**src/rtl/hazard.sv**
```systemverilog
`default_nettype none
// ============================================================================
// Module   : hazard
// Purpose  : Pipeline hazard unit for the 5-stage MIPS core. Produces the
//            stall, flush and forwarding selects and sequences the
//            multi-cycle divider through a start/done handshake. F, D and E
//            stay frozen until the divider result is ready.
// Ports    : clk                  rising-edge clock
//            rst                  asynchronous, active-low reset
//            rsD/rtD, branchD     D-stage sources and branch flag
//            rsE/rtE/writeregE    E-stage register numbers
//            regwriteE/memtoregE  E-stage control
//            divE, div_done       divider request / result-valid pulse
//            writeregM, regwriteM, memtoregM, writeregW, regwriteW
//            stallF/D/E, flushE/M stall and bubble controls
//            forwardaD/bD         D-comparator bypass from M
//            forwardaE/bE         ALU operand select (00 RF, 01 W, 10 M)
//            div_start            one-cycle divider launch pulse
//            *_stall_cnt          saturating stall statistics
// Config   : define HAZARD_PERF_EN to build the stall counters; when it is
//            undefined the counter ports are tied to zero.
// Revision : 1.0  initial release
// ============================================================================
module hazard #(
  parameter int CNT_W = 32
) (
  input  logic             clk,
  input  logic             rst,
  input  logic [4:0]       rsD,
  input  logic [4:0]       rtD,
  input  logic             branchD,
  input  logic [4:0]       rsE,
  input  logic [4:0]       rtE,
  input  logic [4:0]       writeregE,
  input  logic             regwriteE,
  input  logic             memtoregE,
  input  logic             divE,
  input  logic             div_done,
  input  logic [4:0]       writeregM,
  input  logic             regwriteM,
  input  logic             memtoregM,
  input  logic [4:0]       writeregW,
  input  logic             regwriteW,
  output logic             stallF,
  output logic             stallD,
  output logic             stallE,
  output logic             flushE,
  output logic             flushM,
  output logic             forwardaD,
  output logic             forwardbD,
  output logic [1:0]       forwardaE,
  output logic [1:0]       forwardbE,
  output logic             div_start,
  output logic [CNT_W-1:0] lw_stall_cnt,
  output logic [CNT_W-1:0] br_stall_cnt,
  output logic [CNT_W-1:0] div_stall_cnt
);

  localparam logic [1:0] IDLE = 2'd0;
  localparam logic [1:0] BUSY = 2'd1;
  localparam logic [1:0] DONE = 2'd2;

  logic [1:0] divState;
  logic [1:0] divStateNext;
  logic       lwStall;
  logic       branchStall;
  logic       divStall;

  // E-stage operand select: M has priority over W, register 0 never forwards.
  always_comb begin
    forwardaE = 2'b00;
    if (rsE != 5'd0 && rsE == writeregM && regwriteM)      forwardaE = 2'b10;
    else if (rsE != 5'd0 && rsE == writeregW && regwriteW) forwardaE = 2'b01;

    forwardbE = 2'b00;
    if (rtE != 5'd0 && rtE == writeregM && regwriteM)      forwardbE = 2'b10;
    else if (rtE != 5'd0 && rtE == writeregW && regwriteW) forwardbE = 2'b01;
  end

  assign forwardaD = (rsD != 5'd0) && (rsD == writeregM) && regwriteM;
  assign forwardbD = (rtD != 5'd0) && (rtD == writeregM) && regwriteM;

  assign lwStall = memtoregE && ((rsD == rtE) || (rtD == rtE));

  // The branch comparator lives in D, so it must wait for an ALU result still
  // in E or a load result still in M.
  assign branchStall = branchD &&
                       ((regwriteE && (writeregE == rsD || writeregE == rtD)) ||
                        (memtoregM && (writeregM == rsD || writeregM == rtD)));

  // DONE is a one-cycle grace state: the finished DIV is still in E with
  // divE high and must leave without relaunching the divider.
  always_comb begin
    divStateNext = IDLE;
    case (divState)
      IDLE:    divStateNext = divE ? BUSY : IDLE;
      BUSY:    divStateNext = div_done ? DONE : BUSY;
      DONE:    divStateNext = IDLE;
      default: divStateNext = IDLE;
    endcase
  end

  always_ff @(posedge clk or negedge rst) begin
    if (!rst) divState <= IDLE;
    else      divState <= divStateNext;
  end

  assign divStall = ((divState == IDLE) && divE) || (divState == BUSY);

  // Gated with rst so the launch pulse drops the moment reset is asserted,
  // even while divE is still high.
  assign div_start = rst && (divState == IDLE) && divE;

  assign stallF = lwStall || branchStall || divStall;
  assign stallD = stallF;
  assign stallE = divStall;
  assign flushM = divStall;
  // A frozen E register holds the DIV and must never be bubbled.
  assign flushE = (lwStall || branchStall) && !divStall;

`ifdef HAZARD_PERF_EN
  logic [CNT_W-1:0] lwCnt;
  logic [CNT_W-1:0] brCnt;
  logic [CNT_W-1:0] divCnt;

  // Each stall cycle is charged to one cause only: divide, then load, then branch.
  always_ff @(posedge clk or negedge rst) begin
    if (!rst) begin
      lwCnt  <= '0;
      brCnt  <= '0;
      divCnt <= '0;
    end else begin
      if (lwStall && !divStall && lwCnt != '1)
        lwCnt <= lwCnt + CNT_W'(1);
      if (branchStall && !divStall && !lwStall && brCnt != '1)
        brCnt <= brCnt + CNT_W'(1);
      if (divStall && divCnt != '1)
        divCnt <= divCnt + CNT_W'(1);
    end
  end

  assign lw_stall_cnt  = lwCnt;
  assign br_stall_cnt  = brCnt;
  assign div_stall_cnt = divCnt;
`else
  assign lw_stall_cnt  = '0;
  assign br_stall_cnt  = '0;
  assign div_stall_cnt = '0;
`endif

endmodule
`default_nettype wire

```
**config.mk**
```make
export PLATFORM = sky130hd
export DESIGN_NAME = hazard
export DESIGN_NICKNAME = d
export VERILOG_FILES = /design/src/rtl/hazard.sv
export SDC_FILE = /design/constraint.sdc
export NUM_CORES = 1
export LEC_CHECK = 0
export ABC_AREA = 1
export CORE_UTILIZATION = 29
export DETAILED_ROUTE_END_ITERATION = 8
export PLACE_DENSITY = 0.77
export SLEW_MARGIN = 15
export SYNTH_ARGS = -nofsm -noshare
export SYNTH_HDL_FRONTEND = slang
export SYNTH_SLANG_ARGS = --single-unit
```
**constraint.sdc**
```tcl
create_clock -name clk -period 1.05 [get_ports clk]
set_input_delay 0.105 -clock clk [delete_from_list [all_inputs] [get_ports clk]]
set_output_delay 0.105 -clock clk [all_outputs]
set_load 0.03 [all_outputs]
```
After elaboration in Yosys (flattened, before gate mapping)

Cells that the tools add are included.

Reduce and logical (&&, ||, !) cells: 33
Muxes and demuxes: 7
Equality and inequality tests: 13

Operators with widths:

| kind                                           | number |
|---|---|
| == test 5 bit                                  | 12 |
| logical AND 1 bit                              | 20 |
| nonzero test 5 bit                             | 4 |
| logical OR 1 bit                               | 7 |
| two-way mux 2 bit                              | 3 |
| case mux 2 bit (2 select lines)                | 1 |
| two-way mux 1 bit                              | 3 |
| == test 2 x 1 -> 1 bit (second input constant) | 1 |
| zero test 2 bit                                | 1 |
| zero test 1 bit                                | 1 |

Register bits after elaboration: 2
Output and inout bits: 108

Logic depth before layout (Yosys ltp)

Gate-level depths: netlist (run 1).

Word-level depth: 7
Depth in mapped cells: 12
Gate-level depth less buffers: 10

Worst setup path after synthesis (run 1)

OpenSTA, ideal clock, no wires.

Kind: input -> output
From: in writeregM[4]
To: out forwardbE[0]
Arrival: 1.457 ns
Setup slack: -0.512 ns
Path buffers: 1
Cell stages on the path: 6
Data required time: 0.945 ns
Cell sequence: buf_4 -> xor2_1 -> nor2_1 -> nand4_1 -> nor4_2 -> nor2_1

Longest elaborated chain between the ends: 4

Ends and longest elaborated chain:

| what                            | RTL line | source |
|---|---|---|
| start: declaration              | 39       | `input logic [4:0] writeregM,` |
| == test 5 bit                   | 76       | `if (rtE != 5'd0 && rtE == writeregM && regwriteM) forwardbE = 2'b10;` |
| logical AND 1 bit (2 in series) | 76       |  |
| two-way mux 2 bit               | 76       |  |
| end: declaration                | 52       | `output logic [1:0] forwardbE,` |

No other way between the ends.

Worst setup path after layout (run 1)

From: in writeregM[0]
To: out stallF

Longest elaborated chain between the ends: 7
Elaborated cells on any way between the ends: 8
Those cells by class: eq/ne: 2; reduce/logical: 6

Ends and longest elaborated chain:

| what                               | RTL line | source |
|---|---|---|
| == test 5 bit                      | 89       | `(memtoregM && (writeregM == rsD \|\| writeregM == rtD)));` |
| logical OR 1 bit (*)               | 89       |  |
| logical AND 1 bit (*)              | 89       |  |
| logical OR 1 bit (*)               | 88       | `((regwriteE && (writeregE == rsD \|\| writeregE == rtD)) \|\|` |
| logical AND 1 bit (*)              | 87       | `assign branchStall = branchD &&` |
| logical OR 1 bit (*) (2 in series) | 114      | `assign stallF = lwStall \|\| branchStall \|\| divStall;` |
| end: declaration                   | 44       | `output logic stallF,` |

Every way passes the cells marked *; elsewhere a longest branch is shown, timed or not.

==> results by group, run 1 <==
STA
  – Post-layout min period: 1.31 ns
  – Final setup margin: -0.264 ns
  – RSZ-0062 raised after global routing: yes
  – Fmax achieved: around 0.76 GHz
  – Max-slew violations: 0
  – Worst hold slack: 0.176 ns
  – Endpoints failing hold: 0
  – Endpoints failing setup: 12
  – Final period util: 125%
  – Clock Skew: approximately 0.00065 ns

Layout
  – Total of fill cells in the finished design: about 580
  – Max reg flops: 2
  – Area growth syn-to-layout: 47.9%
  – FF/Latch Area: 50.0 sq um
  – Fin cells: between 400 and 500
  – ANT cells: 0
  – Largest Register: divState
  – Layout cells sized above 1: ~39%
  – Largest regs: divState x2
  – Fin nets: about 430
  – Multi-input logic area: 1300 sq um
  – Post-route cell area: between 2000 and 2500 sq um

Global routing
  – First-pass GRT wire length: between 6000 and 7000 um
  – GRT Residual Overflow: 0
  – Largest net degree at the start of global routing: 6
  – Initial antenna violation count: 0
  – Vias in the first global route: 1,609
  – GRT Util Overall: between 10% and 20%

Drt
  – DRT Pass-1 Iters: 4
  – Top sig layer: met4
  – Vias: ~1,800
  – WL final: 4530 um
  – Met1 wire length: 1750 um
  – Met3 WL: 338 um
  – Via density: slightly below 4
  – Routed length per instance: 9.89 um
  – Drt initial violations: 53
  – DRC errors left: 0
  – Routed Antenna Nets: 0
  – Met2 WL: about 2400 um

Power
  – Leak Pwr: between 1 and 1.5 nW
  – Pwr Total: 0.00202 W
  – P per Cell Area: slightly above 800 nW/um^2
  – Worst vdd ir: slightly below 700 uV

Synth
  – Largest family of logic cells by synthesized area: buffers and inverters
  – EDFF count, synth: 0
  – Post-synth top cells: 99 x buf_4, 75 x nand2_1, 31 x inv_1
  – Synth Register Bits: 2
  – Seq/Total Area, Yosys: between 2 and 3%
  – Top-count cell post-synth: buf_4
  – Mux cell area share after synthesis: 0%
  – Dominant cell type by area after synthesis: buf_4
  – YS warnings: 0
  – Fraction of registers with async set/reset: between 90% and 100%
  – Top cell type's share of synthesized area: roughly 44%
  – Compound-cell area share of the yosys netlist: 8.28%
  – Mapped cell area: approximately 1700 sq um
  – Post-Syn Instances: ~290
  – Post-synthesis cell type count: 26
  – Syn_area_per_cell: 5.86 sq um
  – XOR/XNOR Fraction of Synth Area: ~8.4%
  – Top FF cell, synth: dfrtp_1
  – Area contributors post-synth: buf_4 44%, nand2_1 17%, inv_1 6.9%, xnor2_1 5.2%, nor2_1 3.8%
  – Synth Area in Simple Gates: a little over a quarter
  – Post-synthesis adder-cell area fraction: 0%

Clocking
  – Clock-pin slew on the worst setup and hold paths: approximately 0.030 ns
  – Clock Tree Buf Depth: 2
  – # clock sinks: 2
  – Clock latency on the worst-skew pair: between 0.2 and 0.25 ns
  – Hold Buf Count CTS: 0
  – CTS tree: yes
  – CTS root buffer: clkbuf_8
  – Num CTS Buffers: 3
  – H-tree depth: 1

Floorplan
  – Core ar.: between 5000 and 6000 sq um
  – Starting density of the core: approximately 30%
  – Die X: between 70 and 80 um
  – Std cell rows: 27
  – IO Pins: ~150
  – Die Ht: slightly below 80 um
  – Die area: between 6000 and 7000 sq um

Status
  – Status: complete, but fails checks
  – Failing checks: setup timing

Worst setup path
  – CP Capture Type: output port
  – Critical-path cell with the highest stage delay: buf_6
  – Crit path cell chain: buf_6, buf_6, nand2_1, nand2_1, nor2_1, nand3_2, nand2_1, nand2_1, nand2_1, nand2_2, nand3b_1, buf_6
  – Critical path's most frequent cell: nand2_1
  – CP Data Arrival Time: approximately 1.2 ns
  – Crit-path max FO: 4
  – CP startpoint kind: input pin
  – Max incr delay on CP: about 0.15 ns
  – CP Class: in2out
  – Critical Path RT: ~0.94 ns

Flow run
  – Max cap viols: 0

Place
  – Hpwl dp: 3600 um
  – Gpl congestion: between 0.8 and 0.9
  – Placed cells: 450
  – DP Area: about 2300 sq um
  – Port-buffer cells: 56

Hold path
  – HP Class: in2async
-- critical path, delay by kind of cell --
family	cells	cell delay (ns)
buffers and inverters	3	0.37
AND/OR/NAND/NOR	9	0.73
-- worst paths after layout --
check | startpoint | to | slack (ns) | depth (start not counted)
worst max-delay path | writeregM[0] | stallF | -0.26 | 12
worst min-delay path | rst | divState[0] | 0.18 | 2
worst max register to register | divState[0] | divState[0] | 0.18 | 4
worst min register to register | divState[0] | divState[1] | 0.60 | 2
max in group asynchronous | rst | divState[1] | 0.79 | 2
min in group clk | div_done | divState[1] | 0.45 | 3
-- routing by layer --
metal	vias to the layer above	global-route usage (%)
li1	897	-
met1	803	15.4
met2	96	26.3
met3	6	2.09
met4	0	4.07
met5	-	0
-- where the power goes --
group / internal [W] / total (W) / switching [W]
registers: 0.0000963 / 0.000108 / 0.0000122
logic: 0.000561 / 0.00161 / 0.00105
clock network: 0.000242 / 0.000300 / 0.0000578
total: 0.000899 / 0.00202 / 0.00112
-- per-stage QoR --
step	setup slack (ns)	util, %	TNS, ns
after CTS	-0.243	43.2	-2.36
after floorplan	-0.299	-	-0.996
final	-0.264	44.8	-2.25
after global routing	-0.389	44.8	-3.17
after detailed placement	-0.718	40.8	-5.82
after global placement	-0.669	40.8	-5.67
-- cells in the final DEF (no fill, tap or decap), types with 4 or more instances in the layout --
cell type,n
buf_4,45
nor2_1,10
inv_2,17
nor4_4,4
dlygate4sd2_1,5
conb_1,96
clkdlybuf4s50_1,7
o21ai_0,4
xnor2_2,6
buf_2,15
nand2_1,61
xor2_1,6
nand2_2,14
clkdlybuf4s15_2,4
nor2_2,5
nand3_1,4
inv_1,19
xnor2_1,4
buf_6,20
-- kinds of logic after synthesis --
group                  Yosys count
buffers and inverters          136
other                            1
flip-flops                       2
XOR/XNOR                        16
AO/OA/AOI/OAI                   21
AND/OR/NAND/NOR                110
-- repair_timing --
item	in CTS	in global routing
cloned	0	0
hold endpoints to repair	0	0
setup buffers	5	1
setup endpoints to repair	12	12
gates resized for setup	176	30
pin swaps	36	27
-- final cells by class --
class                           instances  area share [%]
Tap cell                               72            3.63
Inverter                               36            5.45
Timing Repair Buffer                  102            34.7
Clock buffer                            3            1.66
Multi-Input combinational cell        243            52.6
Sequential cell                         2            2.02
Note: power is estimated with default switching activity, not from simulation.
==> run 2: changes to the inputs <==
--- a/config.mk
+++ b/config.mk
@@ -9,2 +9,3 @@
 export CORE_UTILIZATION = 29
+export CTS_CLUSTER_DIAMETER = 200
 export DETAILED_ROUTE_END_ITERATION = 8
==> constraint.sdc (replaced) <==
create_clock -name clk -period 1.05 [get_ports clk]
set_input_delay 0.21 -clock clk [delete_from_list [all_inputs] [get_ports clk]]
set_output_delay 0.21 -clock clk [all_outputs]
set_load 0.03 [all_outputs]
==> run 2 against run 1 <==
Net effect:
- the flow still finishes with violations (setup timing)
- sequential power barely moved
- combinational power barely moved
- sequential share of layout area barely moved
==> results by group, run 2 (same netlist as run 1, synthesis figures left out) <==
Clocking
  – Clock Tree Buf Depth: 2 (unchanged)
  – Clock latency on the worst-skew pair: 0.21 ns (about the same)
  – CTS tree: yes
  – H-tree depth: 1 (unchanged)
  – Num CTS Buffers: 3 (unchanged)
  – Clock-pin slew on the worst setup and hold paths: 0.03 ns (about the same)
  – CTS root buffer: clkbuf_8
  – # clock sinks: 2 (unchanged)

Layout
  – Commonest non-fill, non-tap cell in the layout: conb_1
  – Most frequent cells in the layout: 96 x conb_1, 56 x nand2_1, 45 x buf_4, 24 x buf_6, 19 x inv_2
  – ANT cells: 0 (unchanged)
  – Max reg flops: 2 (unchanged)
  – Largest Register: divState
  – Final Util: 45.9% (+1.1 points)
  – Total of fill cells in the finished design: 572 (-0.69%)
  – Fin nets: 434 (+0.23%)
  – Layout cells sized above 1: 42.6% (+4.0 points)
  – Area growth syn-to-layout: 51.6%
  – Largest regs: divState x2

Floorplan
  – Die Ht: 78.0 um (unchanged)
  – Starting density of the core: 30.3% (unchanged)
  – Std cell rows: 27 (unchanged)
  – Die area: 6090 sq um (unchanged)
  – Die X: 78.0 um (unchanged)
  – IO Pins: 153 (unchanged)
  – Core ar.: 5540 sq um (unchanged)

Drt
  – Routed Antenna Nets: 0 (unchanged)
  – Drt initial violations: 71 (+34%)
  – DRC errors left: 0 (unchanged)
  – DRT Pass-1 Iters: 4 (unchanged)
  – Via density: 3.97 (+0.94%)
  – Vias: 1,823 (+1.2%)
  – WL final: 4650 um (+2.7%)
  – Routed length per instance: 10.1 um (+2.4%)

Global routing
  – Met1 Usage GRT: 15.1% (-0.35 points)
  – First-pass GRT wire length: 6690 um (-1.4%)
  – Largest net degree at the start of global routing: 7 (+1)
  – GRT met2 Usage: 25.4% (-0.88 points)
  – Vias in the first global route: 1,615 (+0.37%)
  – GRT Max-Usage Layer: met2
  – GRT Residual Overflow: 0 (unchanged)
  – GRT Util Overall: 13.4% (-0.32 points)
  – Met3 usage: 1.86% (-0.23 points)
  – Initial antenna violation count: 0 (unchanged)

Worst setup path
  – Max incr delay on CP: 0.15 ns (about the same)
  – Reg2Reg Depth: 4 (unchanged)
  – R2R Setup Slk: 0.16 ns (-0.02 ns)
  – Crit-path max FO: 4 (unchanged)
  – Worst Setup EP: stallD
  – Reg-to-reg startpoint: divState[1]
  – Crit path cell chain: buf_6, buf_6, nand2_2, nand2_2, nor2_2, nand3_2, nand2_1, nand2_1, nand2_1, nand2_2, nand3b_1, buf_6
  – Critical Path RT: 0.84 ns (-0.10 ns)
  – Critical-path cell with the highest stage delay: buf_6
  – CP Capture Type: output port
  – FF-to-FF End: divState[0]
  – Setup crit start: writeregM[0]
  – CP Class: in2out
  – CP Data Arrival Time: 1.29 ns (+0.08 ns)
  – CP startpoint kind: input pin

Place
  – Gpl congestion: 0.877 (+2.5%)
  – Pre-CTS setup slack: -0.904 ns (-0.185 ns)
  – Hpwl dp: 3590 um (-0.36%)
  – Port-buffer cells: 56 (unchanged)

Status
  – Failing checks: setup timing
  – Status: complete, but fails checks

STA
  – Max-slew violations: 0 (unchanged)
  – Final period util: 143% (+18 points)
  – RSZ-0062 raised after global routing: yes
  – Post-layout min period: 1.50 ns (+0.189 ns)
  – Setup_tns: -4.21 ns (-1.95 ns)
  – Endpoints failing setup: 12 (unchanged)
  – Worst hold slack: 0.283 ns (+0.106 ns)
  – Clock Skew: 0.00454 ns (+0.00390 ns)
  – Final setup margin: -0.453 ns (-0.189 ns)
  – Fmax achieved: 0.665 GHz (-13%)
  – Endpoints failing hold: 0 (unchanged)

Power
  – Leak Pwr: 1.44 nW (+1.1%)
  – Worst vdd ir: 521 uV (-25%)
  – P per Cell Area: 803 nW/um^2 (-1.3%)

Hold path
  – HP Class: in2async

Flow run
  – Max cap viols: 0 (unchanged)
[run 2: layer usage]
layer  routed length [um]  vias to the layer above
li1                     -                      896
met1                 1620                      814
met2                 2510                      104
met3                  431                        9
met4                   81                        0
met5                    0                        -
[run 2: how the worst min path moves through the flow]
stage | to | slack (ns) | cells after the start
global route | divState[1] | 0.29 | 2
detailed placement | divState[1] | 0.50 | 2
floorplan | divState[0] | -0.09 | 0
finish | divState[1] | 0.28 | 2
global placement | divState[0] | 0.49 | 2
CTS | divState[1] | 0.28 | 2
[run 2: power breakdown]
part	internal [W]	switching, W	total [W]
Clock	0.000242	0.0000591	0.000301
Sequential	0.0000964	0.0000130	0.000109
Combinational	0.000573	0.00106	0.00163
Total	0.000912	0.00113	0.00204
[run 2: area by class of cell]
type / count / area [sq um] / share of cell area (%)
clock buffer: 3 / 41.3 / 1.62
inverter: 36 / 150 / 5.91
multi-input combinational: 243 / 1320 / 52.0
sequential: 2 / 50.0 / 1.97
tap: 72 / 90.1 / 3.55
timing repair buffer: 103 / 888 / 35.0
[run 2: worst max-delay path, delay by kind of cell]
family,cells,cell delay (ns)
buffers and inverters,3,0.37
and+or+nand+nor,9,0.72
[run 2: repair_timing]
item	CTS	global route
resized for setup	193	59
hold buffers	0	0
hold endpoints to repair	0	0
endpoints found under the setup margin	12	12
buffers inserted	3	2
pin swaps	39	43
[run 2: metrics by stage]
stage / area (sq um) / power (W) / instances
after global routing: 2540 / 0.00215 / 459
after detailed placement: 2280 / 0.00154 / 453
after CTS: 2430 / 0.00195 / 458
after global placement: 2280 / 0.00152 / 453
after floorplan: 2090 / 0.00135 / 381
final: 2540 / 0.00204 / 459
